[src/rtl/mem_byte_port_if.sv]
// Request/response handshake bundle between the CPU load/store unit and mem_byte_port.
interface mem_byte_port_if #(
    parameter int unsigned ADDR_WIDTH = 16,
    parameter int unsigned DATA_WIDTH = 32
);
    logic                  req_valid;
    logic                  req_ready;
    logic                  req_we;
    logic [1:0]            req_size;
    logic                  req_signed;
    logic [ADDR_WIDTH-1:0] req_addr;
    logic [DATA_WIDTH-1:0] req_wdata;
    logic                  resp_valid;
    logic [DATA_WIDTH-1:0] resp_rdata;
    logic                  resp_err;

    modport master (
        output req_valid, req_we, req_size, req_signed, req_addr, req_wdata,
        input  req_ready, resp_valid, resp_rdata, resp_err
    );

    modport slave (
        input  req_valid, req_we, req_size, req_signed, req_addr, req_wdata,
        output req_ready, resp_valid, resp_rdata, resp_err
    );
endinterface

[src/rtl/mem_byte_port.sv]
// Byte/half/word load-store front-end for a byte-write, word-read RAM port.
// Optional misalignment trap: define MEM_BYTE_PORT_ALIGN_CHECK_EN.
module mem_byte_port #(
    parameter int unsigned ADDR_WIDTH = 16,
    parameter int unsigned DATA_WIDTH = 32
) (
    input  logic                  clk,
    input  logic                  rst_n,
    mem_byte_port_if.slave        bus,
    output logic                  mem_we,
    output logic [ADDR_WIDTH-1:0] mem_addr,
    output logic [DATA_WIDTH-1:0] mem_din,
    input  logic [DATA_WIDTH-1:0] mem_dout
);

    typedef enum logic [2:0] {IDLE, STORE, LOAD_ADDR, LOAD_CAP, RESP} state_t;

    state_t                state_q, state_n;
    logic [ADDR_WIDTH-1:0] addr_q, addr_n;
    logic [1:0]            size_q, size_n;
    logic                  signed_q, signed_n;
    logic [DATA_WIDTH-1:0] wdata_q, wdata_n;
    logic [1:0]            k_q, k_n;

    logic                  req_ready_q, req_ready_n;
    logic                  resp_valid_q, resp_valid_n;
    logic [DATA_WIDTH-1:0] resp_rdata_q, resp_rdata_n;
    logic                  resp_err_q, resp_err_n;
    logic                  mem_we_q, mem_we_n;
    logic [ADDR_WIDTH-1:0] mem_addr_q, mem_addr_n;
    logic [DATA_WIDTH-1:0] mem_din_q, mem_din_n;

    logic [1:0]            k_inc_c;
    logic [1:0]            last_k_c;
    logic                  misaligned_c;
    logic [DATA_WIDTH-1:0] load_ext_c;

    assign k_inc_c  = k_q + 2'd1;
    assign last_k_c = size_q[1] ? 2'd3 : {1'b0, size_q[0]};

`ifdef MEM_BYTE_PORT_ALIGN_CHECK_EN
    assign misaligned_c = (bus.req_size == 2'b01 && bus.req_addr[0]) ||
                          (bus.req_size[1] && bus.req_addr[1:0] != 2'b00);
`else
    assign misaligned_c = 1'b0;
`endif

    // Extract and extend the loaded field from the RAM word.
    always_comb begin
        case (size_q)
            2'b00:   load_ext_c = {{(DATA_WIDTH-8){signed_q & mem_dout[7]}}, mem_dout[7:0]};
            2'b01:   load_ext_c = {{(DATA_WIDTH-16){signed_q & mem_dout[15]}}, mem_dout[15:0]};
            default: load_ext_c = mem_dout;
        endcase
    end

    // Next state plus next values of every registered output.
    always_comb begin
        state_n      = state_q;
        addr_n       = addr_q;
        size_n       = size_q;
        signed_n     = signed_q;
        wdata_n      = wdata_q;
        k_n          = k_q;
        req_ready_n  = 1'b0;
        resp_valid_n = 1'b0;
        resp_rdata_n = resp_rdata_q;
        resp_err_n   = 1'b0;
        mem_we_n     = 1'b0;
        mem_addr_n   = '0;
        mem_din_n    = '0;

        case (state_q)
            IDLE: begin
                req_ready_n = 1'b1;
                if (bus.req_valid && req_ready_q) begin
                    req_ready_n = 1'b0;
                    addr_n      = bus.req_addr;
                    size_n      = bus.req_size;
                    signed_n    = bus.req_signed;
                    wdata_n     = bus.req_wdata;
                    k_n         = 2'd0;
                    if (misaligned_c) begin
                        state_n      = RESP;
                        resp_valid_n = 1'b1;
                        resp_err_n   = 1'b1;
                        resp_rdata_n = '0;
                    end else if (bus.req_we) begin
                        state_n    = STORE;
                        mem_we_n   = 1'b1;
                        mem_addr_n = bus.req_addr;
                        mem_din_n  = DATA_WIDTH'(bus.req_wdata[7:0]);
                    end else begin
                        state_n    = LOAD_ADDR;
                        mem_addr_n = bus.req_addr;
                    end
                end
            end
            STORE: begin
                if (k_q == last_k_c) begin
                    state_n      = RESP;
                    resp_valid_n = 1'b1;
                    resp_rdata_n = '0;
                end else begin
                    k_n        = k_inc_c;
                    mem_we_n   = 1'b1;
                    mem_addr_n = addr_q + ADDR_WIDTH'(k_inc_c);
                    mem_din_n  = DATA_WIDTH'(wdata_q[{k_inc_c, 3'b000} +: 8]);
                end
            end
            LOAD_ADDR: begin
                state_n    = LOAD_CAP;
                mem_addr_n = addr_q;
            end
            LOAD_CAP: begin
                state_n      = RESP;
                resp_valid_n = 1'b1;
                resp_rdata_n = load_ext_c;
            end
            RESP: begin
                state_n     = IDLE;
                req_ready_n = 1'b1;
            end
            default: begin
                state_n     = IDLE;
                req_ready_n = 1'b1;
            end
        endcase
    end

    always_ff @(posedge clk or negedge rst_n) begin
        if (!rst_n) begin
            state_q      <= IDLE;
            addr_q       <= '0;
            size_q       <= 2'b00;
            signed_q     <= 1'b0;
            wdata_q      <= '0;
            k_q          <= 2'd0;
            req_ready_q  <= 1'b1;
            resp_valid_q <= 1'b0;
            resp_rdata_q <= '0;
            resp_err_q   <= 1'b0;
            mem_we_q     <= 1'b0;
            mem_addr_q   <= '0;
            mem_din_q    <= '0;
        end else begin
            state_q      <= state_n;
            addr_q       <= addr_n;
            size_q       <= size_n;
            signed_q     <= signed_n;
            wdata_q      <= wdata_n;
            k_q          <= k_n;
            req_ready_q  <= req_ready_n;
            resp_valid_q <= resp_valid_n;
            resp_rdata_q <= resp_rdata_n;
            resp_err_q   <= resp_err_n;
            mem_we_q     <= mem_we_n;
            mem_addr_q   <= mem_addr_n;
            mem_din_q    <= mem_din_n;
        end
    end

    assign bus.req_ready  = req_ready_q;
    assign bus.resp_valid = resp_valid_q;
    assign bus.resp_rdata = resp_rdata_q;
    assign bus.resp_err   = resp_err_q;
    assign mem_we         = mem_we_q;
    assign mem_addr       = mem_addr_q;
    assign mem_din        = mem_din_q;

endmodule

[src/flat_wrapper.sv]
// flat-port wrapper written by rule: the top's interface ports become plain ports
module mem_byte_port_flat 
#(
    parameter int unsigned ADDR_WIDTH = 16,
    parameter int unsigned DATA_WIDTH = 32
)
  (clk, rst_n, mem_we, mem_addr, mem_din, mem_dout, bus_req_valid, bus_req_we, bus_req_size, bus_req_signed, bus_req_addr, bus_req_wdata, bus_req_ready, bus_resp_valid, bus_resp_rdata, bus_resp_err);
  mem_byte_port_if #(.ADDR_WIDTH(ADDR_WIDTH), .DATA_WIDTH(DATA_WIDTH)) bus_i ();
  input  logic clk;
  input  logic rst_n;
  output logic mem_we;
  output logic [ADDR_WIDTH-1:0] mem_addr;
  output logic [DATA_WIDTH-1:0] mem_din;
  input  logic [DATA_WIDTH-1:0] mem_dout;
  input wire logic [$bits(bus_i.req_valid)-1:0] bus_req_valid;
  input wire logic [$bits(bus_i.req_we)-1:0] bus_req_we;
  input wire logic [$bits(bus_i.req_size)-1:0] bus_req_size;
  input wire logic [$bits(bus_i.req_signed)-1:0] bus_req_signed;
  input wire logic [$bits(bus_i.req_addr)-1:0] bus_req_addr;
  input wire logic [$bits(bus_i.req_wdata)-1:0] bus_req_wdata;
  output wire logic [$bits(bus_i.req_ready)-1:0] bus_req_ready;
  output wire logic [$bits(bus_i.resp_valid)-1:0] bus_resp_valid;
  output wire logic [$bits(bus_i.resp_rdata)-1:0] bus_resp_rdata;
  output wire logic [$bits(bus_i.resp_err)-1:0] bus_resp_err;
  assign bus_i.req_valid = bus_req_valid;
  assign bus_i.req_we = bus_req_we;
  assign bus_i.req_size = bus_req_size;
  assign bus_i.req_signed = bus_req_signed;
  assign bus_i.req_addr = bus_req_addr;
  assign bus_i.req_wdata = bus_req_wdata;
  assign bus_req_ready = bus_i.req_ready;
  assign bus_resp_valid = bus_i.resp_valid;
  assign bus_resp_rdata = bus_i.resp_rdata;
  assign bus_resp_err = bus_i.resp_err;
  mem_byte_port #(.ADDR_WIDTH(ADDR_WIDTH), .DATA_WIDTH(DATA_WIDTH)) u_core (.clk(clk), .rst_n(rst_n), .bus(bus_i), .mem_we(mem_we), .mem_addr(mem_addr), .mem_din(mem_din), .mem_dout(mem_dout));
endmodule
[config.mk]
export PLATFORM = sky130hd
export DESIGN_NAME = mem_byte_port_flat
export DESIGN_NICKNAME = d
export VERILOG_FILES = /design/src/rtl/mem_byte_port_if.sv /design/src/rtl/mem_byte_port.sv /design/src/flat_wrapper.sv
export SDC_FILE = /design/constraint.sdc
export NUM_CORES = 1
export LEC_CHECK = 0
export BUFFER_PORTS_ARGS = -buffer_cell sky130_fd_sc_hd__buf_2
export CAP_MARGIN = 20
export CORE_MARGIN = 1
export CORE_UTILIZATION = 40
export CTS_CLUSTER_DIAMETER = 40
export DETAILED_ROUTE_END_ITERATION = 12
export MAX_ROUTING_LAYER = met4
export PLACE_DENSITY_LB_ADDON = 0.1
export SYNTH_ARGS = -nofsm -noshare
export SYNTH_HDL_FRONTEND = slang
export SYNTH_SLANG_ARGS = --single-unit
[constraint.sdc]
create_clock -name clk -period 2.99 [get_ports clk]
set_input_delay 0.1495 -clock clk [delete_from_list [all_inputs] [get_ports clk]]
set_output_delay 0.1495 -clock clk [all_outputs]
set_load 0.01 [all_outputs]
=== After elaboration in Yosys (flattened, before gate mapping) ===
Index checks and enable logic that the tools add are counted.

* Reduce and logical (&&, ||, !) cells: 10
* Bitwise gates (word level): 2
* Eq/ne operators: 8
* Shift operators: 1
* $add $sub $neg: 2
* Multiplexer cells: 26

{| class="wikitable"
|+ Operator list
! cell !! number
|-
| 32-bit one-hot mux with 2 select lines || 3
|-
| 32-bit two-way mux || 2
|-
| 16-bit one-hot mux with 3 select lines || 1
|-
| 16-bit two-way mux || 2
|-
| 32-bit by 6-bit variable part select with 8-bit output || 1
|-
| 16-bit by 2-bit adder with 16-bit output || 1
|-
| 8-bit two-way mux || 2
|-
| 3-bit one-hot mux with 4 select lines || 1
|-
| 2-bit two-way mux || 4
|-
| 3-bit by 2-bit equality test with 1-bit output, second input constant || 2
|-
| 3-bit two-way mux || 2
|-
| 1-bit one-hot mux with 2 select lines || 3
|-
| 2-bit AND reduction || 3
|-
| 1-bit two-way mux || 5
|-
| 2-bit by 1-bit inequality test with 1-bit output, second input constant || 2
|-
| 2-bit one-hot mux with 2 select lines || 1
|-
| 2-bit nonzero test || 2
|-
| 3-bit by 1-bit equality test with 1-bit output, second input constant || 1
|-
| 3-bit logical NOT || 1
|-
| 3-bit AND reduction || 1
|-
| 3-bit OR reduction || 1
|-
| 2-bit by 1-bit adder with 2-bit output, second input constant || 1
|-
| 1-bit bitwise AND || 2
|-
| 2-bit by 1-bit equality test with 1-bit output, second input constant || 1
|-
| other kinds (4) || 4
|}

* Input port bits: 87
* Flip-flop bits (word level): 139
* Output and inout port bits: 84
* Word-level logic and storage cells: 61

=== Depth between registers and ports, before layout ===
Gate-level depths: netlist of run 1.

* Word-level depth: 4
* Gate-level depth with buffers: 10
* Depth with buffers taken out: 9

=== Worst setup path after synthesis of run 1 ===
OpenSTA, ideal clock, no wires.

* Path kind: reg-to-reg
* From: register u_core.k_q[0]
* To: register u_core.mem_addr_q[12] (netlist: u_core.mem_addr[12])
* Path slack: 0.572 ns
* Cell stages (with the launch flop): 9
* Buffers on the path: 1
* Arrival time: 2.331 ns
* Data required time: 2.903 ns
* Clock period less this slack: 2.418 ns
* Cells stage by stage: dfrtp_1 clkbuf_1 xnor2_1 fa_1 nand3b_1 nor3_1 nand3_1 xor2_1 o211ai_1

* Longest elaborated chain between the ends: 4

{| class="wikitable"
|+ RTL lines
! element !! RTL line !! source
|-
| from (decl) || mem_byte_port.sv:23 || <nowiki>logic [1:0] k_q, k_n;</nowiki>
|-
| from (signal assigned) || mem_byte_port.sv:152 || <nowiki>k_q <= k_n;</nowiki>
|-
| 2-bit by 1-bit adder with 2-bit output || mem_byte_port.sv:38 || <nowiki>assign k_inc_c = k_q + 2'd1;</nowiki>
|-
| 16-bit by 2-bit adder with 16-bit output || mem_byte_port.sv:107 || <nowiki>mem_addr_n = addr_q + ADDR_WIDTH'(k_inc_c);</nowiki>
|-
| 16-bit two-way mux * || mem_byte_port.sv:100 || <nowiki>if (k_q == last_k_c) begin</nowiki>
|-
| 16-bit one-hot mux with 3 select lines * || mem_byte_port.sv:73 || <nowiki>case (state_q)</nowiki>
|-
| named net u_core.mem_addr_n[12] || mem_byte_port.sv:30 || <nowiki>logic [ADDR_WIDTH-1:0] mem_addr_q, mem_addr_n;</nowiki>
|-
| to (signal assigned) || mem_byte_port.sv:158 || <nowiki>mem_addr_q <= mem_addr_n;</nowiki>
|-
| to (decl) || mem_byte_port.sv:30 ||
|}

Mark *: on every way through the listed nets, which the timed path passes. The rest lies on a longest branch.
A chain may end at the register's enable or synchronous reset.

=== Final worst setup path of run 1 ===
* From: register u_core.k_q[0]
* To: register u_core.mem_addr_q[14] (netlist: u_core.mem_addr[14])

Same word-level chain as after synthesis.

==> impl_results.md, run 1 <==
* Yosys cell types at 52
* Max frequency at ~420 MHz
* Share of cells above drive strength 1 at a little over a quarter
* WL final at approximately 13,000 um
* GR peak layer: met2
* Synth Warn # at 0
* Crit Path Class: reg -> reg
* Critical path buffers and inverters at 2
* Root buffer cell: clkbuf_16
* RSZ-0062 raised after global routing: false
* Final worst setup slack at between 600 and 700 ps
* Asr flop ratio synth at 100.0%
* Area share of the largest cell type after synthesis at between 50% and 60%
* Sink Count at around 120
* Worst EP required at 3320 ps
* Top-count cell post-synth: nand2_1
* Compound-gate portion of the synthesized area at ~14%
* Fin area at 7191 sq um
* Initial antenna violation count at 1
* Delay-heaviest family, CP: simple AND/OR/NAND/NOR gates
* Final net count at 805
* Hold Vio Cnt, Final at 0
* Final ANT Viol Nets at 0
* Vias at 4,279
* Vias in the first global route at approximately 4,100
* Post-Place Cell Area at 5991 sq um
* Crit path capture type: flop
* Clock latency at the later pin of the worst-skew pair at approximately 410 ps
* Largest family of logic cells by synthesized area: simple AND/OR/NAND/NOR gates
* Post CTS Setup Buffer Count at 0
* Dpl hpwl at between 8000 and 9000 um
* Largest net degree at the start of global routing at approximately 60
* Final setup viols at 0
* CP dominant cell by count: inv_1
* Met2 usage at 32.06%
* TritonCTS clock tree: yes
* Final core occ at 56.75%
* Initial Utilization at approximately two fifths
* DRT Pass-1 Iters at 4
* H-Tree Depth at 4
* Setup TNS at 0 ps
* Cell breakdown of the critical path: inv_1, ha_1, inv_1, fa_1, nand3b_1, nor3_1, nand3_1, xor2_1, o211ai_1
* Total CTS buffers at 17
* IO Count at between 150 and 200
* # DRC at 0
* Top area cells in the synthesized netlist: dfrtp_1, nand2_1, a22o_1
* Die W at ~120 um
* Main synth FF type: dfrtp_1
* Hold Slack at around 37 ps
* Syn Inst Count at 512
* Multiplexer area fraction after synthesis at 3.682%
* Syn_area_per_cell at ~10 sq um
* Rows at between 40 and 50
* CP arrival at between 2000 and 3000 ps
* Die height at roughly 120 um
* Met1 GRT Util at about 26%
* Post-synthesis adder-cell area fraction at less than 1%
* Layout Skew at 5.606 ps
* Final Max Tran Viols at 0
* Via-to-Cell Ratio at around 4.8
* Yosys reg bits at 115
* Crit Path Max Fanout at 5
* Core box area at 12,670 sq um
* Fraction of the yosys area taken by sequential cells at 55.38%
* Leak at about 3.8 nW
* Total congestion overflow at 0
* Post-Syn Area at about 5200 sq um
* GP Congestion at 0.8068
* CTS clk-pin slew, worst paths at approximately 50 ps
* Slowest CP cell: nor3_1
* WL/cell at 14.01 um
* Simple-Gate Fraction of Synth Area at approximately 18%
* XOR/XNOR Fraction of Synth Area at about 1.0%
* GR Layer Usage met3 at under 10%
* EDFF count, synth at 0
* Pwr/cell area at about 1000 nW/um^2
* Status: finished, final reports clean
* Crit share post-route at between 70 and 80%
* First-pass GRT wire length at 20,330 um
* Worst Max-Slew Pin Slew at between 800 and 900 ps
* IO Port Bufs at between 100 and 150
* Synthesis-to-finish area growth at 38.32%
* Initial DRC Count at between 200 and 250
* Clk buf depth at 2
* Worst slack at placement at around 640 ps
* Fill count at roughly 1,200
* Die ar. at 13,460 sq um
* Overall routing resource usage at 20.81%
* Max_cap viols at 0
* Post-synth top area cell: dfrtp_1
* Slew HR at roughly 45%
* Max rail drop VDD at 0.4417 mV
* CP max stage delay at approximately 440 ps
* Startpoint types: flop
* Post-synth top cells: nand2_1, dfrtp_1, a22o_1, buf_4, o21ai_0
* Final min period at between 2000 and 2500 ps
* Post-cts resize count at 0
* Worst hold path class: in -> reg
## routing by layer
metal,vias to the layer above,wire [um]
met4,0,160
met5,-,0
met3,12,596
met1,2049,5752
met2,120,6089
li1,2098,-
## layout by cell type, fill, tap and decap left out, drive strengths merged, types with 2 or more instances in the layout
cell type,n
nand2,158
buf,154
dfrtp,114
dlygate4sd3,60
a22o,32
clkbuf,26
conb,25
o21ai,21
nand2b,17
a21o,16
a21oi,11
nand3,10
inv,9
nor2,9
mux4,8
xor2,5
o211ai,5
nor3,3
and2,3
a221o,3
o31ai,3
nand4,2
nor3b,2
o21a,2
ha,2
clkinv,2
bufinv,2
or2,2
nor4,2
## stage by stage
stage | power (mW) | instances
after CTS | 7.261 | 897
final | 7.183 | 899
after floorplan | 4.351 | 536
after global placement | 5.118 | 807
after detailed placement | 5.170 | 807
after global routing | 7.721 | 899
## area by class of cell
type                    instances  area, sq um  share of cell area, %
multi-input cells             358         2062                  28.68
diodes                          1        2.502                0.03480
inverters                       9        33.78                 0.4698
well taps                     172        215.2                  2.993
clock buffers                  26        519.2                  7.221
repair buffers                214         1409                  19.59
clock inverters                 4        70.07                 0.9744
flip-flops and latches        115         2879                  40.04
## timing repair
action / in CTS / in global routing
endpoints found under the hold margin: 134 / 0
setup endpoints to repair: 0 / 0
hold buffers: 60 / 0
## power breakdown
group	total (mW)	internal [mW]	switching, mW
sequential	2.66	2.24	0.427
clock	2.00	1.35	0.652
combinational	2.52	1.12	1.40
## worst min-delay path, stage by stage
cell      delay, ps
buf_2            70
nand2b_1         80
a22o_1          110
## registers in the layout (all words and copies together) (netlist names)
signal and cells:
u_core.state_q 3, u_core.signed_q 1, u_core.bus.req_ready 1, u_core.bus.resp_valid 1
u_core.mem_din 8, u_core.addr_q 16, u_core.bus.resp_rdata 32, u_core.k_q 2
u_core.wdata_q 32, u_core.mem_addr 16, u_core.size_q 2, u_core.mem_we 1
## cell families after synthesis
kind of cell / after synthesis
simple gates: 215
flops: 115
compound gates: 100
buf+inv: 63
mux: 9
xor+xnor: 6
fa+ha+maj: 3
other cells: 1
## final timing paths
kind                       slack [ps]                   endpoint  depth (start not counted)          startpoint
min reg2reg                       470         u_core.wdata_q[16]                          2  u_core.wdata_q[16]
min                                40  u_core.bus.resp_rdata[24]                          3        mem_dout[24]
max in group asynchronous        1810       u_core.bus.req_ready                          3               rst_n
min in group asynchronous         360         u_core.mem_addr[1]                          2               rst_n
max reg2reg                       620        u_core.mem_addr[14]                          9       u_core.k_q[0]
max                               620        u_core.mem_addr[14]                          9       u_core.k_q[0]
No activity file was read; power rests on OpenSTA's default activity.
==> inputs of run 2 (changes only) <==
==> constraint.sdc (replaced) <==
create_clock -name clk -period 2.11 [get_ports clk]
set_input_delay 0.1055 -clock clk [delete_from_list [all_inputs] [get_ports clk]]
set_output_delay 0.1055 -clock clk [all_outputs]
set_load 0.01 [all_outputs]
==> run 2 against run 1 <==
  * Core utilization grew 3.4 points
  * Sequential power rose by 42%
  * Register-to-register slack got worse by 570 ps
  * Critical path depth is 1 higher
  * Clock power is 53% higher
  * Cell count grew 3.8%
  * Via count up 4.2%
  * Clock-buffer cell count down 7
  * First-iteration DRC count fell by 2.0%
  * Critical path type unchanged
  * Highest routed layer unchanged
==> impl_results.md, run 2 (synthesis gave the netlist of run 1 again) <==
* R2r worst-path depth at 10
* CP max stage delay at ~400 ps
* Critical path buffers and inverters at 3
* Max_cap viols at 0
* Layout Skew at ~5.6 ps
* CP Capture Point: u_core.mem_addr[8]
* Delay-heaviest family, CP: adder cells
* Status: finished, final reports clean
* Dpl hpwl at between 8000 and 9000 um
* Clock latency at the later pin of the worst-skew pair at ~410 ps
* Initial Utilization at around two fifths
* Total CTS buffers at 17
* Final net count at 838
* Vias at about 4,500
* Startpoint types: flop
* Crit share post-route at 97.82%
* Setup TNS at 0 ps
* Slowest CP cell: dfrtp_1
* Worst hold path class: in -> reg
* Slew HR at between 60% and 70%
* Initial antenna violation count at 0
* Final worst setup slack at between 40 and 50 ps
* Hold_sp: mem_dout[20]
* GR Layer Usage met3 at roughly 5%
* IO Count at roughly 170
* Most common cell after layout, fill and taps aside: nand2_1
* Final core occ at between 60% and 70%
* Initial DRC Count at 240
* Root buffer cell: clkbuf_16
* Die ar. at around 13,000 sq um
* Max frequency at between 400 and 500 MHz
* Met1 GRT Util at ~27%
* H-Tree Depth at 4
* TritonCTS clock tree: yes
* Final setup viols at 0
* Die height at 116.0 um
* Overall routing resource usage at around a fifth
* Synthesis-to-finish area growth at 46.50%
* Crit path depth at 10
* Max rail drop VDD at roughly 0.57 mV
* IO Port Bufs at between 100 and 150
* Worst slack at placement at -5.396 ps
* Final ANT Viol Nets at 0
* Core box area at between 10,000 and 15,000 sq um
* Fin area at 7616 sq um
* Leak at just over 4 nW
* WL final at approximately 13,000 um
* Diodes inserted at 0
* Sink Count at around 120
* RSZ-0062 raised after global routing: true
* RR Startpoint: u_core.k_q[0]
* WL/cell at around 14 um
* Cell breakdown of the critical path: inv_1, ha_2, inv_2, fa_2, nand3b_1, buf_6, nor2_2, nand3_1, o31a_1, o21ai_1
* Largest net degree at the start of global routing at 49
* Post-Place Cell Area at around 6000 sq um
* Met2 usage at between 30% and 40%
* CP arrival at ~2400 ps
* Final min period at 2064 ps
* Vias in the first global route at 4,210
* Worst EP required at around 2500 ps
* # DRC at 0
* Final Total Pwr at 10.86 mW
* Crit Path Class: reg -> reg
* Hold Vio Cnt, Final at 0
* GR peak layer: met2
* Share of cells above drive strength 1 at a little under a third
* Pwr/cell area at 1426 nW/um^2
* Most frequent cells in the layout: nand2_1, buf_2, dfrtp_1, dlygate4sd3_1, a22o_1
* Final Max Tran Viols at 0
* Die W at around 120 um
* Clk buf depth at 2
* CTS clk-pin slew, worst paths at around 60 ps
* Via-to-Cell Ratio at 4.779
* Total congestion overflow at 0
* First-pass GRT wire length at 21,060 um
* Rows at around 40
* GP Congestion at approximately 0.82
* Fill count at about 1,100
* CP startpoint: u_core.k_q[0]
* Reg2reg setup slack at between 40 and 50 ps
* Crit Path Max Fanout at 3
* Worst Max-Slew Pin Slew at about 540 ps
* Crit path capture type: flop
* Worst R2R End: u_core.mem_addr[8]
* DRT Pass-1 Iters at 5
==> run 2: cell count changes in the layout (fill, tap and decap cells not counted), moves of 3 or more <==
cell | before | now
dlygate4sd3_1 | 60 | 76
buf_4 | 9 | 23
clkinvlp_4 | 0 | 4
clkbuf_8 | 6 | 2
clkbuf_1 | 3 | 0
==> run 2: report_power, final <==
group | total (mW) | internal [mW] | leakage, nW | switching [mW]
registers | 3.78 | 3.17 | 1.50 | 0.616
clock network | 3.06 | 2.03 | 0.301 | 1.03
logic | 4.02 | 1.86 | 2.22 | 2.15
==> run 2: repair_timing <==
action / CTS / global route
hold buffers: 76 / 0
setup buffers: 3 / 4
endpoints found under the setup margin: 2 / 9
pin swaps: 1 / 6
resized for setup: 1 / 7
hold endpoints to repair: 127 / 0
==> run 2: worst min path at each step <==
stage                                end  slack, ps  cells past startpoint
2_1_floorplan           u_core.addr_q[0]       -190                      0
3_3_place_gp            u_core.addr_q[8]        120                      1
3_5_place_dp          u_core.mem_addr[7]        130                      1
4_1_cts        u_core.bus.resp_rdata[29]          5                      3
5_1_grt        u_core.bus.resp_rdata[29]         20                      3
6_report       u_core.bus.resp_rdata[20]         10                      3
==> run 2: cell type report <==
type,count,area [sq um],share of cell area [%]
sequential,115,2879,37.80
timing repair buffer,247,1725,22.65
clock buffer,19,452.9,5.947
inverter,9,33.78,0.4436
clock inverter,13,182.7,2.399
tap,172,215.2,2.826
multi-input combinational,358,2127,27.93
==> run 2: worst register-to-register path: cells and delay by family (launching register included) <==
kind	cells	cell delay (ps)
compound gates	2	310
flops	1	410
buf+inv	3	280
fa+ha+maj	2	530
simple gates	3	460
==> run 2: layer usage <==
metal,wire length (um),up-vias
li1,-,2162
met1,6042,2145
met2,6587,133
met3,653,19
met4,215,0
met5,0,-
==> run 2: stage by stage <==
stage          instances  hold WS, ps
3_5_place_dp         818        125.4
5_1_grt              933        18.45
2_1_floorplan        536       -190.1
6_report             933        14.27
4_1_cts              929        5.132
3_3_place_gp         818        120.6
==> inputs of run 3 (changes only) <==
--- a/config.mk
+++ b/config.mk
@@ -13,6 +13,7 @@
 export DETAILED_ROUTE_END_ITERATION = 12
 export MAX_ROUTING_LAYER = met4
 export PLACE_DENSITY_LB_ADDON = 0.1
+export REMOVE_ABC_BUFFERS = 1
 export SYNTH_ARGS = -nofsm -noshare
 export SYNTH_HDL_FRONTEND = slang
 export SYNTH_SLANG_ARGS = --single-unit
==> run 3 against run 2 <==
  * Total power down 2.9%
  * Routed wire length is 3.2% lower
  * Die area stayed put
==> impl_results.md, run 3 (synthesis gave the netlist of run 1 again) <==
* Status: finished, final reports clean
* RSZ-0062 raised after global routing: true
* Clk buf depth at 2
* Vias in the first global route at around 4,200
* Synthesis-to-finish area growth at 44.04%
* Final ANT Viol Nets at 0
* Die ar. at approximately 13,000 sq um
* Most frequent cells in the layout: nand2_1, buf_2, dfrtp_1, dlygate4sd3_1, a22o_1
* Crit path capture type: flop
* Placed Cells at 824
* Max frequency at a little under 500 MHz
* Reg2reg setup slack at between 50 and 60 ps
* Crit share post-route at between 90% and 100%
* Root buffer cell: clkbuf_16
* WL/cell at 14.07 um
* Fill count at about 1,100
* Total CTS buffers at 17
* DRT Pass-1 Iters at 6
* Worst Max-Slew Pin Slew at slightly above 600 ps
* R2r worst-path depth at 8
* Worst R2R End: u_core.mem_addr[6]
* Share of cells above drive strength 1 at between 30% and 40%
* CP arrival at 2390 ps
* Multi-input gate area at 2096 sq um
* Initial antenna violation count at 0
* WL final at 13,070 um
* Vias at approximately 4,500
* Final setup viols at 0
* Largest net degree at the start of global routing at 54
* Leak at around 4 nW
* Post-Place Cell Area at between 6000 and 7000 sq um
* Final core occ at about three fifths
* Fin area at 7488 sq um
* Clock latency at the later pin of the worst-skew pair at 410 ps
* Dpl hpwl at 8473 um
* Setup TNS at 0 ps
* CTS clk-pin slew, worst paths at ~50 ps
* Diodes inserted at 0
* Die W at about 120 um
* Crit Path Class: reg -> reg
* Final worst setup slack at 56.47 ps
* Overall routing resource usage at approximately a fifth
* # DRC at 0
* Hold Slack at ~21 ps
* Hold_sp: mem_dout[23]
* Final Max Tran Viols at 0
* Rows at 41
* RR Startpoint: u_core.k_q[0]
* Pwr/cell area at 1408 nW/um^2
* Startpoint types: flop
* Sink Count at ~120
* Core box area at ~13,000 sq um
* Worst hold path class: in -> reg
* Initial DRC Count at 224
* Max rail drop VDD at between 0.7 and 0.8 mV
* Via-to-Cell Ratio at a little under 5
* Final net count at between 800 and 900
* H-Tree Depth at 4
* TritonCTS clock tree: yes
* Register area at a little under 3000 sq um
* Crit Path Max Fanout at 4
* Hold Path Sink: u_core.bus.resp_rdata[23]
* Max_cap viols at 0
* Final min period at between 2000 and 2500 ps
* Worst slack at placement at -24.10 ps
* Die height at around 120 um
* Final Total Pwr at roughly 11 mW
* Final std cells w/o fill at between 900 and 1,000
* Initial Utilization at ~41%
* Slew HR at about 60%
* IO Count at 171
* Hold Crit Depth at 3
* Hold Vio Cnt, Final at 0
* Worst EP required at roughly 2500 ps
* Total congestion overflow at 0
* Layout Skew at approximately 11 ps
* First-pass GRT wire length at ~20,000 um
* IO Port Bufs at 145
* GP Congestion at slightly below 0.8
* Most common cell after layout, fill and taps aside: nand2_1
run 3: routing by layer:
layer / up-vias / wire length, um / global-route usage (%) / share of wire (%)
met5: - / 0 / - / 0
met2: 133 / 6429 / 34.01 / 49
li1: 2160 / - / - / -
met1: 2183 / 5876 / 25.50 / 45
met3: 15 / 618 / 5.073 / 4.7
met4: 0 / 144 / 8.205 / 1.1
run 3: worst max path at each step:
stage                    startpoint                   to  slack (ps)  cells after the start
4_1_cts               u_core.k_q[0]   u_core.mem_addr[8]          30                     10
2_1_floorplan  u_core.bus.req_ready    u_core.mem_din[0]       -1550                      4
3_5_place_dp          u_core.k_q[0]  u_core.mem_addr[12]         -20                     10
6_report              u_core.k_q[0]   u_core.mem_addr[6]          60                      8
5_1_grt               u_core.k_q[0]   u_core.mem_addr[6]         -60                      8
3_3_place_gp          u_core.k_q[0]   u_core.mem_addr[9]          10                      8
run 3: power breakdown:
part / total, mW / switching [mW] / internal (mW)
Combinational: 3.98 / 2.08 / 1.90
Sequential: 3.79 / 0.619 / 3.17
Clock: 2.77 / 0.927 / 1.84
run 3: critical path, stage by stage, from the launching register on:
cell and delay, ps:
dfrtp_2 440, xnor2_2 150, buf_4 140, fa_2 350, nand3b_1 210, buf_6 160
buf_4 120, o41ai_2 280, a21o_1 120
run 3: what timing repair did:
action	in CTS	in global routing
pin swaps	1	3
setup buffers	1	6
resized for setup	4	8
endpoints found under the setup margin	4	8
endpoints found under the hold margin	127	0
hold buffers	67	0
run 3: area by class of cell:
| class | instances | share of cell area (%) |
|---|---|---|
| clock buffer | 25 | 6.617 |
| timing repair buffer | 245 | 22.59 |
| sequential | 115 | 38.48 |
| multi-input combinational | 358 | 27.99 |
| clock inverter | 5 | 1.003 |
| inverter | 9 | 0.4511 |
| tap | 172 | 2.874 |
